--- config.mk ---
export PLATFORM = sky130hd
export DESIGN_NAME = cmd_cfg_flat
export DESIGN_NICKNAME = d
export VERILOG_FILES = /design/src/rtl/cmd_cfg_if.sv /design/src/rtl/cmd_cfg.sv /design/src/flat_wrapper.sv
export SDC_FILE = /design/constraint.sdc
export NUM_CORES = 1
export LEC_CHECK = 0
export CORE_MARGIN = 3
export CORE_UTILIZATION = 45
export DETAILED_ROUTE_END_ITERATION = 6
export PLACE_DENSITY_LB_ADDON = 0.1
export SKIP_CTS_REPAIR_TIMING = 1
export SLEW_MARGIN = 20
export SYNTH_ARGS = -nofsm -noshare
export SYNTH_HDL_FRONTEND = slang
export SYNTH_SLANG_ARGS = --single-unit
--- constraint.sdc ---
create_clock -name clk -period 10.7 [get_ports clk]
set_input_delay 2.14 -clock clk [delete_from_list [all_inputs] [get_ports clk]]
set_output_delay 2.14 -clock clk [all_outputs]
set_load 0.005 [all_outputs]
--- src/rtl/cmd_cfg_if.sv ---
`default_nettype none
// ============================================================================
// Module      : cmd_cfg_if
// Description : Command/response handshake between the UART wrapper and cmd_cfg.
// Revision    : 1.0 - initial release
// ============================================================================
interface cmd_cfg_if;
    logic [15:0] cmd;
    logic        cmd_rdy;
    logic        clr_cmd_rdy;
    logic [7:0]  resp;
    logic        send_resp;
    logic        resp_sent;

    modport master (
        output cmd,
        output cmd_rdy,
        output resp_sent,
        input  clr_cmd_rdy,
        input  resp,
        input  send_resp
    );

    modport slave (
        input  cmd,
        input  cmd_rdy,
        input  resp_sent,
        output clr_cmd_rdy,
        output resp,
        output send_resp
    );
endinterface
`default_nettype wire

--- src/rtl/cmd_cfg.sv ---
`default_nettype none
// ============================================================================
// Module      : cmd_cfg
// Description : Host command responder: register read/write, channel dump,
//               and owner of the configuration register file (cfg_bus).
//               Optional feature macro: CMD_CFG_DUMP_CHKSUM_EN appends an XOR
//               checksum byte after every dump stream.
// Revision    : 1.0 - initial release
// ============================================================================
module cmd_cfg #(
    parameter int ENTRIES = 384,
    parameter int LOG2    = 9
) (
    input  logic            clk,
    input  logic            rst,
    cmd_cfg_if.slave        host,
    input  logic            set_capture_done,
    input  logic [LOG2-1:0] waddr,
    output logic [LOG2-1:0] raddr,
    input  logic [39:0]     rdata,
    output logic [135:0]    cfg_bus
);

    localparam logic [1:0]      c_OP_RD    = 2'b00;
    localparam logic [1:0]      c_OP_WR    = 2'b01;
    localparam logic [1:0]      c_OP_DUMP  = 2'b10;
    localparam logic [7:0]      c_ACK      = 8'hA5;
    localparam logic [7:0]      c_NAK      = 8'hEE;
    localparam logic [5:0]      c_MAX_ADDR = 6'h10;
    localparam logic [LOG2-1:0] c_LAST     = LOG2'(ENTRIES - 1);

    // Register n occupies byte n, register 0x10 is the top byte.
    localparam logic [135:0] c_DEFAULTS = {
        8'h01, 8'h00, 8'hC8, 8'h06, 8'h00, 8'h00, 8'h00, 8'h00, 8'h55,
        8'hAA, 8'h00, 8'h01, 8'h01, 8'h01, 8'h01, 8'h01, 8'h03
    };

    typedef enum logic [2:0] {
        ST_IDLE      = 3'd0,
        ST_WAIT_SENT = 3'd1,
        ST_DUMP_RD   = 3'd2,
        ST_DUMP_TX   = 3'd3,
        ST_DUMP_WAIT = 3'd4
`ifdef CMD_CFG_DUMP_CHKSUM_EN
        , ST_DUMP_CHK = 3'd5
`endif
    } state_t;

    state_t          r_state, w_state_nxt;
    logic            r_clr, w_clr_nxt;
    logic            r_send, w_send_nxt;
    logic [7:0]      r_resp, w_resp_nxt;
    logic [LOG2-1:0] r_raddr, w_raddr_nxt;
    logic [LOG2-1:0] r_cnt, w_cnt_nxt;
    logic [2:0]      r_chan, w_chan_nxt;
    logic [135:0]    r_cfg;
`ifdef CMD_CFG_DUMP_CHKSUM_EN
    logic [7:0]      r_chk, w_chk_nxt;
`endif

    logic [1:0] w_op;
    logic [5:0] w_addr;
    logic [7:0] w_data;
    logic [2:0] w_ch;
    logic       w_addr_ok;
    logic       w_ch_ok;
    logic [7:0] w_rd_val;
    logic [7:0] w_dump_byte;
    logic       w_we;
    logic [7:0] w_wdata;

    assign w_op      = host.cmd[15:14];
    assign w_addr    = host.cmd[13:8];
    assign w_data    = host.cmd[7:0];
    assign w_ch      = host.cmd[10:8];
    assign w_addr_ok = (w_addr <= c_MAX_ADDR);
    assign w_ch_ok   = (w_ch != 3'd0) && (w_ch <= 3'd5);
    assign w_rd_val  = r_cfg[{w_addr[4:0], 3'b000} +: 8];
    // TrigCfg[7:6] are hard zero so the host cannot set them.
    assign w_wdata   = (w_addr == 6'h00) ? {2'b00, w_data[5:0]} : w_data;

    always_comb begin
        w_dump_byte = 8'h00;
        case (r_chan)
            3'd1:    w_dump_byte = rdata[7:0];
            3'd2:    w_dump_byte = rdata[15:8];
            3'd3:    w_dump_byte = rdata[23:16];
            3'd4:    w_dump_byte = rdata[31:24];
            3'd5:    w_dump_byte = rdata[39:32];
            default: w_dump_byte = 8'h00;
        endcase
    end

    always_comb begin
        w_state_nxt = r_state;
        w_clr_nxt   = 1'b0;
        w_send_nxt  = 1'b0;
        w_resp_nxt  = r_resp;
        w_raddr_nxt = r_raddr;
        w_cnt_nxt   = r_cnt;
        w_chan_nxt  = r_chan;
        w_we        = 1'b0;
`ifdef CMD_CFG_DUMP_CHKSUM_EN
        w_chk_nxt   = r_chk;
`endif
        case (r_state)
            ST_IDLE: begin
                if (host.cmd_rdy) begin
                    w_clr_nxt   = 1'b1;
                    w_send_nxt  = 1'b1;
                    w_resp_nxt  = c_NAK;
                    w_state_nxt = ST_WAIT_SENT;
                    case (w_op)
                        c_OP_RD: begin
                            if (w_addr_ok) w_resp_nxt = w_rd_val;
                        end
                        c_OP_WR: begin
                            if (w_addr_ok) begin
                                w_we       = 1'b1;
                                w_resp_nxt = c_ACK;
                            end
                        end
                        c_OP_DUMP: begin
                            // A valid dump streams data only; there is no ACK byte.
                            if (w_ch_ok) begin
                                w_send_nxt  = 1'b0;
                                w_resp_nxt  = r_resp;
                                w_chan_nxt  = w_ch;
                                w_raddr_nxt = waddr;
                                w_cnt_nxt   = '0;
                                w_state_nxt = ST_DUMP_RD;
`ifdef CMD_CFG_DUMP_CHKSUM_EN
                                w_chk_nxt   = 8'h00;
`endif
                            end
                        end
                        default: ;
                    endcase
                end
            end
            ST_WAIT_SENT: begin
                if (host.resp_sent) w_state_nxt = ST_IDLE;
            end
            ST_DUMP_RD: begin
                w_state_nxt = ST_DUMP_TX;
            end
            ST_DUMP_TX: begin
                w_send_nxt  = 1'b1;
                w_resp_nxt  = w_dump_byte;
                w_state_nxt = ST_DUMP_WAIT;
`ifdef CMD_CFG_DUMP_CHKSUM_EN
                w_chk_nxt   = r_chk ^ w_dump_byte;
`endif
            end
            ST_DUMP_WAIT: begin
                if (host.resp_sent) begin
                    if (r_cnt == c_LAST) begin
`ifdef CMD_CFG_DUMP_CHKSUM_EN
                        w_state_nxt = ST_DUMP_CHK;
`else
                        w_state_nxt = ST_IDLE;
`endif
                    end else begin
                        w_cnt_nxt   = r_cnt + 1'b1;
                        w_raddr_nxt = (r_raddr == c_LAST) ? '0 : r_raddr + 1'b1;
                        w_state_nxt = ST_DUMP_RD;
                    end
                end
            end
`ifdef CMD_CFG_DUMP_CHKSUM_EN
            ST_DUMP_CHK: begin
                w_send_nxt  = 1'b1;
                w_resp_nxt  = r_chk;
                w_state_nxt = ST_WAIT_SENT;
            end
`endif
            default: w_state_nxt = ST_IDLE;
        endcase
    end

    always_ff @(posedge clk or posedge rst) begin
        if (rst) begin
            r_state <= ST_IDLE;
            r_clr   <= 1'b0;
            r_send  <= 1'b0;
            r_resp  <= 8'h00;
            r_raddr <= '0;
            r_cnt   <= '0;
            r_chan  <= 3'd0;
`ifdef CMD_CFG_DUMP_CHKSUM_EN
            r_chk   <= 8'h00;
`endif
        end else begin
            r_state <= w_state_nxt;
            r_clr   <= w_clr_nxt;
            r_send  <= w_send_nxt;
            r_resp  <= w_resp_nxt;
            r_raddr <= w_raddr_nxt;
            r_cnt   <= w_cnt_nxt;
            r_chan  <= w_chan_nxt;
`ifdef CMD_CFG_DUMP_CHKSUM_EN
            r_chk   <= w_chk_nxt;
`endif
        end
    end

    // Capture-done is applied after the host write so that the set wins.
    always_ff @(posedge clk or posedge rst) begin
        if (rst) begin
            r_cfg <= c_DEFAULTS;
        end else begin
            if (w_we) r_cfg[{w_addr[4:0], 3'b000} +: 8] <= w_wdata;
            if (set_capture_done) r_cfg[5] <= 1'b1;
        end
    end

    assign host.clr_cmd_rdy = r_clr;
    assign host.send_resp   = r_send;
    assign host.resp        = r_resp;
    assign raddr            = r_raddr;
    assign cfg_bus          = r_cfg;

endmodule
`default_nettype wire
--- src/flat_wrapper.sv ---
// flat-port wrapper written by rule: the top's interface ports become plain ports
module cmd_cfg_flat 
#(
    parameter int ENTRIES = 384,
    parameter int LOG2    = 9
)
  (clk, rst, set_capture_done, waddr, raddr, rdata, cfg_bus, host_cmd, host_cmd_rdy, host_resp_sent, host_clr_cmd_rdy, host_resp, host_send_resp);
  cmd_cfg_if host_i ();
  input  logic clk;
  input  logic rst;
  input  logic set_capture_done;
  input  logic [LOG2-1:0] waddr;
  output logic [LOG2-1:0] raddr;
  input  logic [39:0] rdata;
  output logic [135:0] cfg_bus;
  input wire logic [$bits(host_i.cmd)-1:0] host_cmd;
  input wire logic [$bits(host_i.cmd_rdy)-1:0] host_cmd_rdy;
  input wire logic [$bits(host_i.resp_sent)-1:0] host_resp_sent;
  output wire logic [$bits(host_i.clr_cmd_rdy)-1:0] host_clr_cmd_rdy;
  output wire logic [$bits(host_i.resp)-1:0] host_resp;
  output wire logic [$bits(host_i.send_resp)-1:0] host_send_resp;
  assign host_i.cmd = host_cmd;
  assign host_i.cmd_rdy = host_cmd_rdy;
  assign host_i.resp_sent = host_resp_sent;
  assign host_clr_cmd_rdy = host_i.clr_cmd_rdy;
  assign host_resp = host_i.resp;
  assign host_send_resp = host_i.send_resp;
  cmd_cfg #(.ENTRIES(ENTRIES), .LOG2(LOG2)) u_core (.clk(clk), .rst(rst), .host(host_i), .set_capture_done(set_capture_done), .waddr(waddr), .raddr(raddr), .rdata(rdata), .cfg_bus(cfg_bus));
endmodule
Word-level counts from Yosys, hierarchy flattened
Cells that the tools add are included.

operators by class
  add/subtract/negate cells = 3
  magnitude comparators = 2
  equal/unequal tests = 20
  shift-type cells = 3
  muxes and demuxes = 41
  reductions and logical operators = 12

operators by type and width
  kind                        number
  $bwmux W136                 1
  $shift A8 B10 Y136 const A  1
  $shiftx A136 B9 Y8          1
  $shiftx A8 B10 Y136         1
  $mux W9                     11
  $pmux W8 S5                 1
  $pmux W9 S2                 2
  $mux W8                     4
  $pmux W8 S3                 1
  $add A9 B1 Y9 const B       2
  $eq A9 B9 Y1 const B        2
  $pmux W8 S2                 1
  $pmux W3 S5                 1
  $eq A3 B2 Y1 const B        4
  $mux W3                     4
  $mux W1                     10
  $ne A2 B2 Y1 const B        5
  $neg A8 Y10                 1
  $eq A3 B3 Y1 const B        3
  $mux W7                     1
  $eq A3 B1 Y1 const B        2
  $le A6 B5 Y1 const B        1
  $logic_not A6 Y1            1
  $mux W6                     1
  15 further kinds            19

storage, ports and cells
  bits in registers = 170
  input bits = 70
  output and inout port bits = 155
  word-level logic and storage cells = 90

Longest topological paths before layout
  word-level depth = 7
  depth in mapped cells = 11
  depth with buffers taken out = 8

Worst setup path after synthesis
OpenSTA, ideal clock, no wires.

  path kind = in2reg
  from = in host_cmd[9]
  to = reg u_core.r_resp[2] (netlist: u_core.host.resp[2])
  library setup time = 125 ps
  arrival = 4710 ps
  data required time = 10575 ps
  path slack = 5865 ps
  stages on the path = 11
  cells stage by stage = buf_2 > buf_1 > inv_1 > ha_1 > clkbuf_1 > nand2b_1 > o21a_1 > o21ai_1 > and2_1 > clkbuf_1 > mux2_2

on the way
  word-level cells in the longest chain between the ends = 5
  elaborated cells on any way between the ends = 11
  classes of those cells = order compare (2); eq/ne (1); shift (1); mux (4); reduce/logical (3)

RTL lines
  element                                             RTL line                      source
  start: declaration                                  flat_wrapper.sv:16            input wire logic [$bits(host_i.cmd)-1:0] host_cmd;
  $shiftx A136 B9 Y8 or $le A6 B5 Y1 (tied branches)  cmd_cfg.sv:78, cmd_cfg.sv:76
  $mux W8                                             cmd_cfg.sv:115                if (w_addr_ok) w_resp_nxt = w_rd_val;
  $pmux W8 S3                                         cmd_cfg.sv:113                case (w_op)
  $mux W8                                             cmd_cfg.sv:108                if (host.cmd_rdy) begin
  $pmux W8 S2                                         cmd_cfg.sv:106                case (r_state)
  end signal: assignment                              cmd_cfg.sv:197                r_resp <= w_resp_nxt;
  end: declaration                                    cmd_cfg.sv:52                 logic [7:0] r_resp, w_resp_nxt;

Parallel ways exist; a longest one is shown, timed or not. The select of a mux whose other input is x is not followed.
A chain may end at the register's enable or synchronous reset.

Worst setup path in the final report
  from = in host_cmd[8]
  to = reg u_core.r_cfg[93] (netlist: u_core.cfg_bus[93])

on the way
  word-level cells in the longest chain between the ends = 5
  elaborated cells on any way between the ends = 11
  classes of those cells = add/sub (1); order compare (1); shift (2); mux (6); reduce/logical (1)

RTL lines
  element                                              RTL line        source
  branches (longest 5 deep; another with $neg A8 Y10)  n/a
  end signal: assignment                               cmd_cfg.sv:210  r_cfg <= c_DEFAULTS;
  end signal: indexed assignment                       cmd_cfg.sv:212  if (w_we) r_cfg[{w_addr[4:0], 3'b000} +: 8] <= w_wdata;
  end: declaration                                     cmd_cfg.sv:56   logic [135:0] r_cfg;

Several ways; the timed one is not identified.

==> impl_metrics.csv <==
group,metric,value,unit
die,design.core.area,19700,um^2
drt,vias,7409,
drt,drc_errors,0,
power,switching_share,0.312,
sta,fin_crit_sh,0.538,
logic_synthesis,ys_warn_count,0,
sta,tightest_slew,0.998,ns
setup_path,critical_path_buf_inv_count,3,
placement,dp_hpwl,20800,um
logic_synthesis,syn-num-nets,842,
sta,finalSetupViolCount,0,
clock_tree,cts_sinks,170,
sta,skew,0.0126,ns
setup_path,arrival,6.08,ns
power,power_frac_seq,0.425,
setup_path,startpoint,"host_cmd[8]",
sta,rsz0062_at_grt,"false",
status,status,"complete, no violations",
drt,vias_per_cell,5.91,
placement,port_buffers,224,
power,p_clk_frac,0.339,
power,peakVddDrop,0.109,mV
placement,routabilityCongestion,0.805,
setup_path,crit_path_end_kind,"flop",
global_route,grt_pass1_vias,7405,
layout,diodes,0,
die,fp.dieH,148,um
global_route,grt_max_degree,95,
sta,setup_tns,0,ns
die,io_pins,225,
clock_tree,clkTransAtPathRegs,0.07,ns
layout,post_route_cells_drive_above_1_share,0.239,
worst_hold_path,hp-start,"u_core.cfg_bus[8]",
drt,drt-pass1-iter-count,7,
sta,finalHoldViolations,0,
clock_tree,clockRootBuffer,"clkbuf_16",
power,switching_power,583,uW
global_route,grt_pass1_wl,45100,um
die,initial_core_util,0.463,
drt,wl_per_cell,23.5,um
layout,syn_to_final_growth,33.9,%
die,num_rows,51,
setup_path,cp_slowest_stage_delay,1.00,ns
layout,num-nets-final,1053,
logic_synthesis,synth_area_leader_cell,"dfrtp_1",
logic_synthesis,synth_area_per_cell,11.9,um^2
logic_synthesis,synthArstFlopShare,1.00,
clock_tree,cts_made_buffers,17,
clock_tree,clkLatencyLatePin,0.44,ns
logic_synthesis,seq_area_frac_synth,0.471,
logic_synthesis,synth_top_area_share,0.410,
setup_path,path_max_fanout,50,
logic_synthesis,synth_cell_types,71,
setup_path,startpoint_type,"input pin",
logic_synthesis,synth-edff-count,0,
die,dieArea,22000,um^2
drt,wl,29500,um
setup_path,crit_required,11.02,ns
drt,ant_nets,0,
layout,finish.instance_area,12200,um^2
setup_path,worstSetupPathType,"input pin to flop",
logic_synthesis,syn-cell-area,9090,um^2
logic_synthesis,synth_flop_cell,"dfrtp_1",
setup_path,crit_chain,"buf_2 > buf_4 > clkinv_1 > ha_1 > ha_2 > nand3_1 > nor4_2 > nand2_1 > mux2_1",
sta,max_clock_freq,174,MHz
logic_synthesis,ys_ff_latch,170,
layout,final-instance-count-excl-fill,1254,
power,power_density,153,nW/um^2
clock_tree,htreeDepth,4,
sta,slew_headroom,0.335,
setup_path,cp_top_family,"adder cells",
logic_synthesis,netlist_instances,765,
setup_path,crit_path_top_delay_cell,"ha_2",
power,internal_power,1.29,mW
global_route,track_usage,0.269,
drt,initialDrtViolationCount,471,
global_route,gr-total-overflow,0,
power,combinationalPowerShare,0.236,
die,die_w,148,um
placement,postPlaceCellArea,11600,um^2
clock_tree,tritoncts,"done",
sta,period_minus_slack,5.76,ns
job,drv_cap,0,
sta,holdWs,0.492,ns
power,power,1.87,mW
global_route,antenna_found_initial,0,
setup_path,r2r-start,"u_core.r_state[1]",
logic_synthesis,yosys-top-cells-area,"dfrtp_1 (41%), mux2_2 (15%), mux4_2 (6.7%)",
clock_tree,clock_path_buffers,2,
worst_hold_path,hp-class,"flop to flop",
power,power_leakage,5.37,nW
sta,drv_slew,0,
placement,dp_cells,1221,
power by group through the flow:
stage          Combinational [mW]  Sequential (mW)  Clock (mW)
2_1_floorplan               0.271            0.764           0
3_3_place_gp                0.435            0.803           0
3_5_place_dp                0.439            0.804           0
4_1_cts                     0.442            0.792       0.638
5_1_grt                     0.485            0.803       0.670
6_report                    0.441            0.794       0.634
worst paths after layout:
path,endpoint,slack [ns],cells past startpoint
worst min-delay path,u_core.cfg_bus[8],0.49,2
min in group asynchronous,u_core.r_chan[0],2.27,2
worst min register to register,u_core.cfg_bus[8],0.49,2
worst max register to register,u_core.cfg_bus[43],8.00,5
worst max-delay path,u_core.cfg_bus[93],4.94,9
max in group asynchronous,u_core.cfg_bus[61],7.23,4
per-stage QoR:
step | worst slack, ns | util
2_1_floorplan | 3.99 | -
3_3_place_gp | 4.71 | 0.588
3_5_place_dp | 4.57 | 0.588
4_1_cts | 4.97 | 0.618
5_1_grt | 4.70 | 0.620
6_report | 4.94 | 0.620
synthesized netlist by cell type, types with 4 or more instances:
cell type and count:
nand3_1 16, mux2i_1 23, a211oi_1 5, dfstp_2 21
nand2_4 4, nor2_1 26, a221oi_1 6, a21oi_1 30
dfrtp_1 149, nor2b_1 33, nand3b_1 4, ha_1 7
a2bb2oi_1 4, mux2_1 8, or2_2 4, inv_1 16
nand2b_1 5, buf_2 9, clkbuf_1 27, and2_1 25
nand4_1 4, o21ai_0 17, o211ai_1 7, mux2_2 124
nor3_1 10, and3_1 24, a221o_1 5, mux4_2 27
nand2_1 51, xnor2_1 6, a31oi_1 13
cell type report:
| class | instances | area (um^2) |
|---|---|---|
| tap | 265 | 332 |
| clock buffer | 19 | 433 |
| fill | 1652 | 7470 |
| clock inverter | 13 | 160 |
| sequential | 170 | 4280 |
| timing repair buffer | 231 | 2300 |
| inverter | 18 | 72.6 |
| multi-input combinational | 538 | 4600 |
per-layer routing:
layer | GRT usage | wire, um
met1 | 0.368 | 12800
met2 | 0.433 | 13900
met3 | 0.0634 | 2280
met4 | 0.0739 | 541
met5 | 0 | 0
cells by family (layout without fill, tap and decap cells):
logic type	Yosys count	count (layout)	share of synthesized area
AND/OR/NAND/NOR	228	228	0.146
buffers and inverters	57	281	0.0256
multiplexers	182	182	0.256
adder cells (fa/ha/maj)	7	7	0.00963
AO/OA/AOI/OAI	113	113	0.0838
flip-flops	170	170	0.471
XOR/XNOR	8	8	0.00853
layout by cell type, fill, tap and decap left out, types with 4 or more instances in the layout:
cell type and n:
nand3_1 16, nand2_4 4, xnor2_1 6, dfrtp_1 149
a21oi_1 30, and2_1 25, nand2b_1 5, mux2_1 8
inv_1 15, a31oi_1 13, nand2_1 51, o21ai_0 17
nor2_1 26, mux4_2 27, inv_6 6, or2_2 4
nand4_1 4, mux2_2 124, and3_1 24, buf_4 6
clkdlybuf4s50_1 222, clkbuf_16 17, mux2i_1 23, a2bb2oi_1 4
a211oi_1 5, a221o_1 5, a221oi_1 6, ha_1 6
nor3_1 9, nor2b_1 33, dfstp_2 21, o211ai_1 7
nand3b_1 4
worst register-to-register path, stage by stage, from the launching register on:
cell	delay, ns
dfrtp_1	0.49
nor4b_4	0.50
nand3b_1	0.25
nor4_2	0.46
nand2_1	0.47
mux2_2	0.42
registers in the layout, indices dropped and copies added, names as in the netlist:
name and cells:
u_core.host.resp 8, u_core.r_cnt 9, u_core.raddr 9, u_core.r_state 3, u_core.host.send_resp 1, u_core.r_chan 3
u_core.cfg_bus 136, u_core.host.clr_cmd_rdy 1
Note: power is estimated with default switching activity, not from simulation.
